File: config.mk
export PLATFORM = sky130hd
export DESIGN_NAME = draw_image
export DESIGN_NICKNAME = d
export VERILOG_FILES = /design/src/rtl/vga_pkg.sv /design/src/rtl/delay.sv /design/src/rtl/draw_image.sv
export SDC_FILE = /design/constraint.sdc
export NUM_CORES = 1
export LEC_CHECK = 0
export BUFFER_PORTS_ARGS = -buffer_cell sky130_fd_sc_hd__clkbuf_2
export CAP_MARGIN = 15
export CORE_MARGIN = 2
export CORE_UTILIZATION = 48
export DETAILED_ROUTE_END_ITERATION = 10
export PLACE_DENSITY = 0.73
export SLEW_MARGIN = 15
export SYNTH_ARGS = -nofsm -noshare
export SYNTH_HDL_FRONTEND = slang
export SYNTH_SLANG_ARGS = --single-unit
File: constraint.sdc
create_clock -name clk -period 2 [get_ports clk]
set_input_delay 0.1 -clock clk [delete_from_list [all_inputs] [get_ports clk]]
set_output_delay 0.1 -clock clk [all_outputs]
set_load 0.1 [all_outputs]
File: src/rtl/vga_pkg.sv
// Shared VGA drawing-pipeline definitions: coordinate widths, sprite
// defaults, the transparent colour key and the packed timing/pixel bundle.
package vga_pkg;

  localparam int HCOUNT_W  = 11;
  localparam int POS_W     = 12;
  localparam int RGB_W     = 12;
  localparam int ADDR_W    = 14;

  localparam int IMG_W_DEF = 128;
  localparam int IMG_H_DEF = 128;

  localparam logic [RGB_W-1:0] TRANSP_KEY = 12'hF0F;

  typedef struct packed {
    logic [HCOUNT_W-1:0] hcount;
    logic [HCOUNT_W-1:0] vcount;
    logic                hsync;
    logic                vsync;
    logic                hblnk;
    logic                vblnk;
    logic [RGB_W-1:0]    rgb;
  } vga_bus_t;

endpackage

File: src/rtl/delay.sv
// Parametrised WIDTH x CLK_DEL shift register with synchronous reset.
// CLK_DEL must be at least 1.
module delay #(
  parameter int WIDTH   = 1,
  parameter int CLK_DEL = 1
) (
  input  logic             clk,
  input  logic             rst,
  input  logic [WIDTH-1:0] din,
  output logic [WIDTH-1:0] dout
);

  logic [WIDTH-1:0] stages [CLK_DEL];

  // Shift the input through CLK_DEL register stages, clearing them on reset.
  always_ff @(posedge clk) begin
    if (rst) begin
      for (int i = 0; i < CLK_DEL; i++) stages[i] <= '0;
    end else begin
      stages[0] <= din;
      for (int i = 1; i < CLK_DEL; i++) stages[i] <= stages[i-1];
    end
  end

  assign dout = stages[CLK_DEL-1];

endmodule

File: src/rtl/draw_image.sv
// Overlays a sprite read from an external 1-cycle-latency ROM on the VGA
// stream. The sprite position is sampled once per frame at the start of
// vertical blanking, so it cannot tear. All outputs lag inputs by 3 clk.
module draw_image
  import vga_pkg::*;
#(
  parameter int                IMG_W      = IMG_W_DEF,
  parameter int                IMG_H      = IMG_H_DEF,
  parameter logic              TRANSP_EN  = 1'b1,
  parameter logic [RGB_W-1:0]  TRANSP_RGB = TRANSP_KEY
) (
  input  logic                clk,
  input  logic                rst,
  input  logic [POS_W-1:0]    xpos,
  input  logic [POS_W-1:0]    ypos,
  input  logic [HCOUNT_W-1:0] hcount_in,
  input  logic [HCOUNT_W-1:0] vcount_in,
  input  logic                hsync_in,
  input  logic                vsync_in,
  input  logic                hblnk_in,
  input  logic                vblnk_in,
  input  logic [RGB_W-1:0]    rgb_in,
  output logic [ADDR_W-1:0]   rom_addr,
  input  logic [RGB_W-1:0]    rom_rgb,
  output logic [HCOUNT_W-1:0] hcount_out,
  output logic [HCOUNT_W-1:0] vcount_out,
  output logic                hsync_out,
  output logic                vsync_out,
  output logic                hblnk_out,
  output logic                vblnk_out,
  output logic [RGB_W-1:0]    rgb_out
);

  logic [POS_W-1:0] xpos_q;
  logic [POS_W-1:0] ypos_q;
  logic             vblnk_prev;

  // Offsets are one bit wider than the position so negative results stay
  // negative instead of wrapping back into the sprite window.
  logic [POS_W:0]   relx;
  logic [POS_W:0]   rely;
  logic             in_win;
  logic             in_win_d1;
  logic             in_win_d2;

  vga_bus_t         bus_in;
  vga_bus_t         bus_d2;

  // Window test: offset non-negative and below the sprite size, not blanking.
  always_comb begin
    relx   = {2'b00, hcount_in} - {1'b0, xpos_q};
    rely   = {2'b00, vcount_in} - {1'b0, ypos_q};
    in_win = !relx[POS_W] && (relx < (POS_W+1)'(IMG_W)) &&
             !rely[POS_W] && (rely < (POS_W+1)'(IMG_H)) &&
             !hblnk_in && !vblnk_in;
  end

  // Stage 1: latch position on vblnk rising edge, register window flag and ROM address.
  always_ff @(posedge clk) begin
    if (rst) begin
      xpos_q     <= '0;
      ypos_q     <= '0;
      vblnk_prev <= 1'b0;
      in_win_d1  <= 1'b0;
      rom_addr   <= '0;
    end else begin
      vblnk_prev <= vblnk_in;
      if (vblnk_in && !vblnk_prev) begin
        xpos_q <= xpos;
        ypos_q <= ypos;
      end
      in_win_d1 <= in_win;
      rom_addr  <= in_win ? {rely[6:0], relx[6:0]} : '0;
    end
  end

  assign bus_in = '{hcount: hcount_in, vcount: vcount_in,
                    hsync: hsync_in, vsync: vsync_in,
                    hblnk: hblnk_in, vblnk: vblnk_in, rgb: rgb_in};

  delay #(.WIDTH($bits(vga_bus_t)), .CLK_DEL(2)) u_bus_delay (
    .clk  (clk),
    .rst  (rst),
    .din  (bus_in),
    .dout (bus_d2)
  );

  delay #(.WIDTH(1), .CLK_DEL(1)) u_win_delay (
    .clk  (clk),
    .rst  (rst),
    .din  (in_win_d1),
    .dout (in_win_d2)
  );

  // Stage 3: composite the ROM pixel over the background and register all outputs.
  always_ff @(posedge clk) begin
    if (rst) begin
      hcount_out <= '0;
      vcount_out <= '0;
      hsync_out  <= 1'b0;
      vsync_out  <= 1'b0;
      hblnk_out  <= 1'b0;
      vblnk_out  <= 1'b0;
      rgb_out    <= '0;
    end else begin
      hcount_out <= bus_d2.hcount;
      vcount_out <= bus_d2.vcount;
      hsync_out  <= bus_d2.hsync;
      vsync_out  <= bus_d2.vsync;
      hblnk_out  <= bus_d2.hblnk;
      vblnk_out  <= bus_d2.vblnk;
      rgb_out    <= (in_win_d2 && !(TRANSP_EN && (rom_rgb == TRANSP_RGB)))
                    ? rom_rgb : bus_d2.rgb;
    end
  end

endmodule

# Word-level counts from Yosys, hierarchy flattened
# Memory sizes are Yosys's and may differ from the RTL's.
# Index checks and enable logic that the tools add are counted.
# word_totals
register_bits	78
mem_bits_rw	77
inputBits	76
output_inout_bits	52
elab_cells	45
mem_count	2
# memory_table
memory	depth	width	rd	rd_clocked_by_memory_dff	wr	line	rtl
u_bus_delay.stages	2	38	2	0	2	delay.sv:13	logic [WIDTH-1:0] stages [CLK_DEL];
u_win_delay.stages	1	1	1	0	1	delay.sv:13	
# op_classes
n_addsub	2
magnitude_cmp	2
eq_ne	1
muxes	8
bitwise_logic	3
n_reduce_logical	15
# op_table
op	count
two-way mux 38 bit	2
< comparator 13 x 8 -> 1 bit (second input constant)	2
subtractor 11 x 12 -> 13 bit	2
equality test 12 bit (second input constant)	1
two-way mux 12 bit	1
logical AND 1 bit	7
zero test 1 bit	6
two-way mux 1 bit	5
OR 1 bit	2
OR reduction 2 bit	1
inverter 1 bit	1
OR reduction 1 bit	1

# Depth between registers and ports, before layout
# Gate-level depths: netlist (run 1).
# depth
depth_word	9
depth_mapped	11
depth_no_buf	10

# Hierarchy
# From an unflattened synthesis (run 1), not the netlist that was laid out.
# unflattened
hier_cells	594
hier_area_um2	5935.7
# modules_own_cells
mod	instances	cells_per_inst	area_each_um2	seq_area_each_um2
draw_image	1	394	3552.2	1561.5
delay at u_bus_delay	1	198	2349.8	1521.5
delay at u_win_delay	1	2	33.8	20.0

# Least setup slack after synthesis (run 1)
# OpenSTA, ideal clock, no wires.
# synth_timing
path_kind	register -> register
start	register xpos_q[0]
end	register rom_addr[10]
setup_time_ns	0.128
arrival_ns	2.101
required_ns	1.872
setup_slack_ns	-0.229
stages_incl_launch_ff	11
n_path_buf	1
synth_period_minus_slack_ns	2.229
cell_sequence	dfxtp_1 > ha_1 > fa_1 > nor2b_1 > o21ai_0 > nand2b_1 > a31oi_1 > o21ai_1 > mux2i_2 > buf_4 > nor4_2
# synth_via
elab_chain_len	9
elab_cells_between_ends	10
cone_classes	add/sub (1); order compare (1); bitwise (1); reduce/logical (7)
# synth_lines
item	line	rtl
from (decl)	draw_image.sv:34	logic [POS_W-1:0] xpos_q;
from (signal assigned)	draw_image.sv:69	xpos_q <= xpos;
subtractor 11 x 12 -> 13 bit (*)	draw_image.sv:51	relx = {2'b00, hcount_in} - {1'b0, xpos_q};
< comparator 13 x 8 -> 1 bit / zero test 1 bit (equally long branches)	draw_image.sv:53	in_win = !relx[POS_W] && (relx < (POS_W+1)'(IMG_W)) &&
logical AND 1 bit (*) (2 in a row)	draw_image.sv:53	
logical AND 1 bit (*) (2 in a row)	draw_image.sv:54	!rely[POS_W] && (rely < (POS_W+1)'(IMG_H)) &&
logical AND 1 bit (*)	draw_image.sv:55	!hblnk_in && !vblnk_in;
inverter 1 bit (no source line) (*)	n/a	
OR reduction 2 bit (no source line) (*)	n/a	
to (signal assigned)	draw_image.sv:73	rom_addr <= in_win ? {rely[6:0], relx[6:0]} : '0;
to (decl)	draw_image.sv:23	output logic [ADDR_W-1:0] rom_addr,
# Every way passes the cells marked *; elsewhere a longest branch is shown, timed or not.
# A chain may end at the register's enable or synchronous reset.

# Final worst setup path (run 1)
# layout_timing
start	register xpos_q[0]
end	register rom_addr[13]
# Same word-level chain as after synthesis.

==> metrics.yaml, run 1 <==
clock-skew-final_ns: 0.00825
yosysSeqAreaShare_pct: 54.9
crit_arrival_ns: 2.62
cp-end-kind: "flip-flop"
rsz0062_at_grt: "true"
clk_path_buf_depth: 2
min_to: "rom_addr[0]$_SDFF_PP0_"
p_int_mw: 5.70
final_cells: 960
whs_ns: 0.0981
slew_headroom_pct: 62.2
cp_num_buf_inv: 1
synth_edf_count: 0
r2r_end: "rom_addr[13]$_SDFF_PP0_"
ys_warn_count: 0
async_flop_share_pct: 0
clk_latency_ns: 0.42
syn_area_per_cell_um2: 10.0
multi_input_area_um2: 2580
fin_tns_setup_ns: -4.38
insertedDiodeCount: 0
yosysTopAreaCellShare_pct: 54.9
cts_sinks: 154
drt-initial-drc-count: 348
synth-seq-cells: 154
antenna_found_initial: 0
hold_depth: 4
synth_area_um2: 5620
grtUsageTotal_pct: 22.6
synth_cell_types: 49
fin_nets: 904
grt_first_pass_wirelength_mm: 22.5
io_pins: 128
cts-root-buf: "clkbuf_16"
seqPwrFrac_pct: 41.9
fill_cells: 743
drc_errors: 0
vias: 4735
ys.flop_type: "dfxtp_1"
overflow: 0
yosysTopAreaCell: "dfxtp_1"
slew_violations: 0
dp_slack_ns: -0.222
htreeDepth: 4
rrSetupSlack_ns: -0.31
wirelength_mm: 14.9
crit_type: "flip-flop to flip-flop"
grt_start_max_net_pins: 140
fin_crit_sh_pct: 116
worstSetupStartpointType: "flip-flop"
final_util_pct: 73.2
ant_nets: 0
io_buffers: 127
clk_pin_slew_ns: 0.06
power_switching_mw: 2.01
drt-pass1-iter-count: 5
syn_inst: 560
synthesis.nets: 660
rows: 39
die_area_um2: 12600
fp.dieH_um: 112
powerDensity_nw_per_um2: 922
r2r_start: "xpos_q[0]$_SDFFE_PP0P_"
worstMarginPinSlew_ns: 0.569
violations: "setup timing"
syn2layout_area_growth_pct: 48.8
regArea_um2: 3090
crit_slowest_cell: "mux2i_4"
sw_frac_of_total_pct: 26.0
cts_buffers: 17
hp-class: "input port to flip-flop"
grt_pass1_vias: 4703
power_frac_clock_pct: 41.7
critPathMaxFanout: 7
p_leak_nw: 3.70
min-delay-start: "hcount_in[0]"
fmax_ghz: 0.432
required_ns: 2.30
via_per_inst: 4.93
crit_chain: "ha_4, fa_2, nor2b_1, o21ai_1, nand2b_1, a31oi_2, o21ai_2, mux2i_4, clkbuf_16, nor4_2"
finalPower_mw: 7.71
cts_tree: "built"
core-area_um2: 11400
gp_congestion: 0.874
synthTopCellsByArea: "dfxtp_1, nor2b_1, ha_1, nand2_1, a21oi_1"
dp.cells: 844
setup_viol: 15
layout_setup_ws_ns: -0.313
hold_viol: 0
layout-drive-gt1-share_pct: 32.8
post-route-min-period_ns: 2.31
drv_cap: 0
crit_family: "adder cells"
dp_hpwl_mm: 8.35
critPathMaxStageDelay_ns: 0.36
fin_area_um2: 8360
pwr-share-comb_pct: 16.4
start_util_pct: 49.2
wl_per_cell_um: 15.5
postPlaceCellArea_um2: 6700
fp.dieW_um: 112
r2r_cells: 10
vdd_ir_drop_max_mv: 0.862
status: "finished with violations"
[Yosys cell counts (all sizes together), types with 2 or more instances]
library cell and count:
nand4b 2, a31oi 2, nand2b 7, nor3 2, dfxtp 154, xnor2 4
a21o 3, o22ai 3, a2111o 2, xor2 5, nor4 15, a21boi 3
buf 6, nor2b 105, inv 32, fa 2, ha 22, a21oi 37
mux2i 13, o211ai 3, clkbuf 19, o21a 4, nand2 61, nor2 26
o21ai 16
[power groups by stage]
| stage | clock (mW) | combinational, mW | sequential (mW) |
|---|---|---|---|
| floorplan | 0 | 0.495 | 3.43 |
| global placement | 0 | 0.928 | 3.29 |
| detailed placement | 0 | 0.951 | 3.29 |
| CTS | 3.26 | 1.14 | 3.22 |
| global route | 3.38 | 1.35 | 3.23 |
| finish | 3.22 | 1.27 | 3.23 |
[registers in the layout, indices dropped and copies added (netlist names)]
| name | cells |
|---|---|
| vcount_out | 11 |
| u_bus_delay.stages | 76 |
| hblnk_out | 1 |
| hcount_out | 11 |
| hsync_out | 1 |
| ypos_q | 12 |
| rom_addr | 14 |
| in_win_d1 | 1 |
| vsync_out | 1 |
| u_win_delay.stages | 1 |
| vblnk_out | 1 |
| xpos_q | 12 |
| rgb_out | 12 |
[cells by family after synthesis]
| logic type | share of synthesized area (%) |
|---|---|
| compound gates | 8.93 |
| mux | 2.38 |
| simple gates | 22.8 |
| xor+xnor | 1.40 |
| fa+ha+maj | 5.61 |
| buf+inv | 4.05 |
| flops | 54.9 |
[repair_timing]
item | in CTS | in global routing
buffers inserted | 6 | 6
hold buffers | 70 | 0
setup endpoints to repair | 15 | 15
cloned | 1 | 1
gates resized for setup | 26 | 17
pin swaps | 10 | 13
endpoints found under the hold margin | 70 | 0
[worst max path at each step]
stage	startpoint	endpoint	slack (ns)	cells after the start
floorplan	xpos_q[0]$_SDFFE_PP0P_	in_win_d1$_SDFF_PP0_	-0.11	10
global placement	xpos_q[1]$_SDFFE_PP0P_	in_win_d1$_SDFF_PP0_	-0.18	10
detailed placement	xpos_q[1]$_SDFFE_PP0P_	in_win_d1$_SDFF_PP0_	-0.22	10
CTS	ypos_q[0]$_SDFFE_PP0P_	rom_addr[2]$_SDFF_PP0_	-0.15	10
global route	xpos_q[1]$_SDFFE_PP0P_	rom_addr[12]$_SDFF_PP0_	-0.39	10
finish	xpos_q[0]$_SDFFE_PP0P_	rom_addr[13]$_SDFF_PP0_	-0.31	10
[layer usage]
layer,vias to the layer above,track usage [%],share of wire [%]
li1,2324,-,-
met1,2153,26.8,41
met2,210,38.6,50
met3,48,5.45,6.0
met4,0,11.1,3.0
met5,-,0,0
[worst min-delay path, cell delays in order]
cell and delay, ns:
clkbuf_2 0.08, inv_1 0.11, ha_4 0.15, nor4_2 0.04
[cell type report]
type,count,area share (%)
clock buffers,20,5.58
clock inverters,12,1.63
inverters,32,1.44
multi-input cells,350,30.9
flip-flops and latches,154,37.0
well taps,143,2.14
repair buffers,249,21.3
[placed cells by master (no fill, tap or decap), drive strengths merged, types with 2 or more instances in the layout]
cell,instances
a2111o,2
a21boi,3
a21o,3
a21oi,37
a31oi,2
buf,52
bufinv,2
clkbuf,147
clkinv,4
clkinvlp,2
dfxtp,154
dlygate4sd3,70
fa,2
ha,22
inv,36
mux2i,13
nand2,61
nand2b,8
nand4b,2
nor2,26
nor2b,105
nor3,2
nor4,15
o211ai,3
o21a,4
o21ai,16
o22ai,3
xnor2,4
xor2,5
Note: power is estimated with default switching activity, not from simulation.
==> run 2: changes to the inputs <==
--- a/config.mk
+++ b/config.mk
@@ -7,8 +7,9 @@
 export LEC_CHECK = 0
 export BUFFER_PORTS_ARGS = -buffer_cell sky130_fd_sc_hd__clkbuf_2
 export CAP_MARGIN = 15
-export CORE_MARGIN = 2
+export CORE_MARGIN = 8
 export CORE_UTILIZATION = 48
+export CTS_CLUSTER_SIZE = 28
 export DETAILED_ROUTE_END_ITERATION = 10
 export PLACE_DENSITY = 0.73
 export SLEW_MARGIN = 15
==> metrics.yaml, run 2 (synthesized netlist as in run 1, its figures left out) <==
fin_nets: 908
clk_latency_ns: 0.42
cp-end-kind: "flip-flop"
grt_first_pass_wirelength_mm: 22.9
slew_headroom_pct: 48.0
fill_cells: 750
grt_start_max_net_pins: 80
fp.dieH_um: 124
layout-drive-gt1-share_pct: 32.4
fin_crit_sh_pct: 118
hold_viol: 0
vias: 4749
vdd_ir_drop_max_mv: 0.776
crit_type: "flip-flop to flip-flop"
whs_ns: 0.0647
final_common_cell: "dfxtp_1"
ant_nets: 0
drt-initial-drc-count: 332
dp_hpwl_mm: 9.47
io_buffers: 127
critPathMaxStageDelay_ns: 0.37
grtUsageTotal_pct: 19.2
hp-class: "input port to flip-flop"
dp_slack_ns: -0.206
start_util_pct: 49.2
rsz0062_at_grt: "true"
power_switching_mw: 1.95
cts_sinks: 154
grt_pass1_vias: 4770
die_area_um2: 15400
core-area_um2: 11400
setup_viol: 15
required_ns: 2.32
wl_per_cell_um: 15.8
crit_slowest_cell: "nor4_1"
finalPower_mw: 7.63
syn2layout_area_growth_pct: 49.7
cts_tree: "built"
crit_chain: "inv_1, ha_4, a21o_1, buf_4, nor4_1, mux2i_1, nand3_2, buf_12, nor4_2"
drv_cap: 0
p_leak_nw: 3.72
sw_frac_of_total_pct: 25.6
worstMarginPinSlew_ns: 0.780
largest_reg_flops: 76
cts-root-buf: "clkbuf_16"
crit_family: "simple AND/OR/NAND/NOR gates"
postPlaceCellArea_um2: 6700
post-route-min-period_ns: 2.36
worstSetupStartpointType: "flip-flop"
cts_buffers: 17
insertedDiodeCount: 0
clk_path_buf_depth: 2
clock-skew-final_ns: 0.00908
top_register: "u_bus_delay.stages"
rows: 39
cp_num_buf_inv: 3
status: "finished with violations"
gp_congestion: 0.866
htreeDepth: 4
pwr-share-comb_pct: 16.2
crit_arrival_ns: 2.68
overflow: 0
layout_setup_ws_ns: -0.362
violations: "setup timing"
reg_top3: "u_bus_delay.stages (76), rom_addr (14)"
power_frac_clock_pct: 41.5
drt-pass1-iter-count: 5
p_int_mw: 5.68
via_per_inst: 4.93
slew_violations: 0
fp.dieW_um: 124
fmax_ghz: 0.423
clk_pin_slew_ns: 0.06
layout_common_cells: "dfxtp_1, clkbuf_2, nor2b_1"
fin_tns_setup_ns: -4.50
fin_area_um2: 8410
wirelength_mm: 15.2
drc_errors: 0
powerDensity_nw_per_um2: 908
antenna_found_initial: 0
seqPwrFrac_pct: 42.3
io_pins: 128
critPathMaxFanout: 8
## run 2: cell types whose count changed in the layout (fill, tap and decap cells not counted), moves of 2 or more
cell      previous run  this run
clkbuf_1             0         3
nor4_2              10         7
buf_12               2         4
buf_4               48        50
buf_6                1         3
clkinv_2             3         1
inv_6                3         1
nor4_4               5         7
## run 2: worst paths after layout
path                                         from                                   end  slack, ns  depth (start not counted)
max                        ypos_q[4]$_SDFFE_PP0P_                rom_addr[0]$_SDFF_PP0_      -0.36                          9
min                                  hcount_in[6]  u_bus_delay.stages[0][33]$_SDFF_PP0_       0.06                          3
max reg2reg                ypos_q[4]$_SDFFE_PP0P_                rom_addr[0]$_SDFF_PP0_      -0.36                          9
min reg2reg  u_bus_delay.stages[0][29]$_SDFF_PP0_  u_bus_delay.stages[0][67]$_SDFF_PP0_       0.43                          1
## run 2: metal layers
layer  vias to the layer above  track usage, %  part of all wire (%)
met1                      2182            21.8                    40
li1                       2333               -                     -
met5                         -               0                     0
met2                       192            32.1                    50
met3                        42            5.98                   7.3
met4                         0            9.81                   3.0
## run 2: area by class of cell
type | instances | area, µm² | share of cell area (%)
inverter | 32 | 120 | 1.43
multi-input combinational | 349 | 2580 | 30.7
clock buffer | 23 | 478 | 5.68
timing repair buffer | 254 | 1850 | 21.9
tap | 143 | 179 | 2.13
clock inverter | 9 | 114 | 1.35
sequential | 154 | 3090 | 36.8
## run 2: worst reg2reg max path: stages (launching register included)
cell     delay, ns
dfxtp_1       0.35
inv_1         0.08
ha_4          0.22
a21o_1        0.20
buf_4         0.15
nor4_1        0.37
mux2i_1       0.29
nand3_2       0.15
buf_12        0.18
nor4_2        0.27
## run 2: repair_timing
item                                    4_1_cts  5_1_grt
cloned                                        0        1
pin swaps                                    18       10
endpoints found under the setup margin       15       15
buffers inserted                              9        8
hold endpoints to repair                     70        0
hold buffers                                 70        0
gates resized for setup                      21       25
## run 2: power groups by stage
stage	combinational, mW	sequential, mW	clock (mW)
global placement	0.931	3.29	0
CTS	1.11	3.23	3.21
finish	1.24	3.23	3.17
global route	1.32	3.24	3.37
detailed placement	0.950	3.29	0
floorplan	0.495	3.43	0
## run 2: per-stage QoR
step / cells / util, %
after global placement: 845 / 58.7
after global routing: 964 / 73.6
after detailed placement: 845 / 58.7
final: 964 / 73.6
after CTS: 956 / 71.7
after floorplan: 560 / -
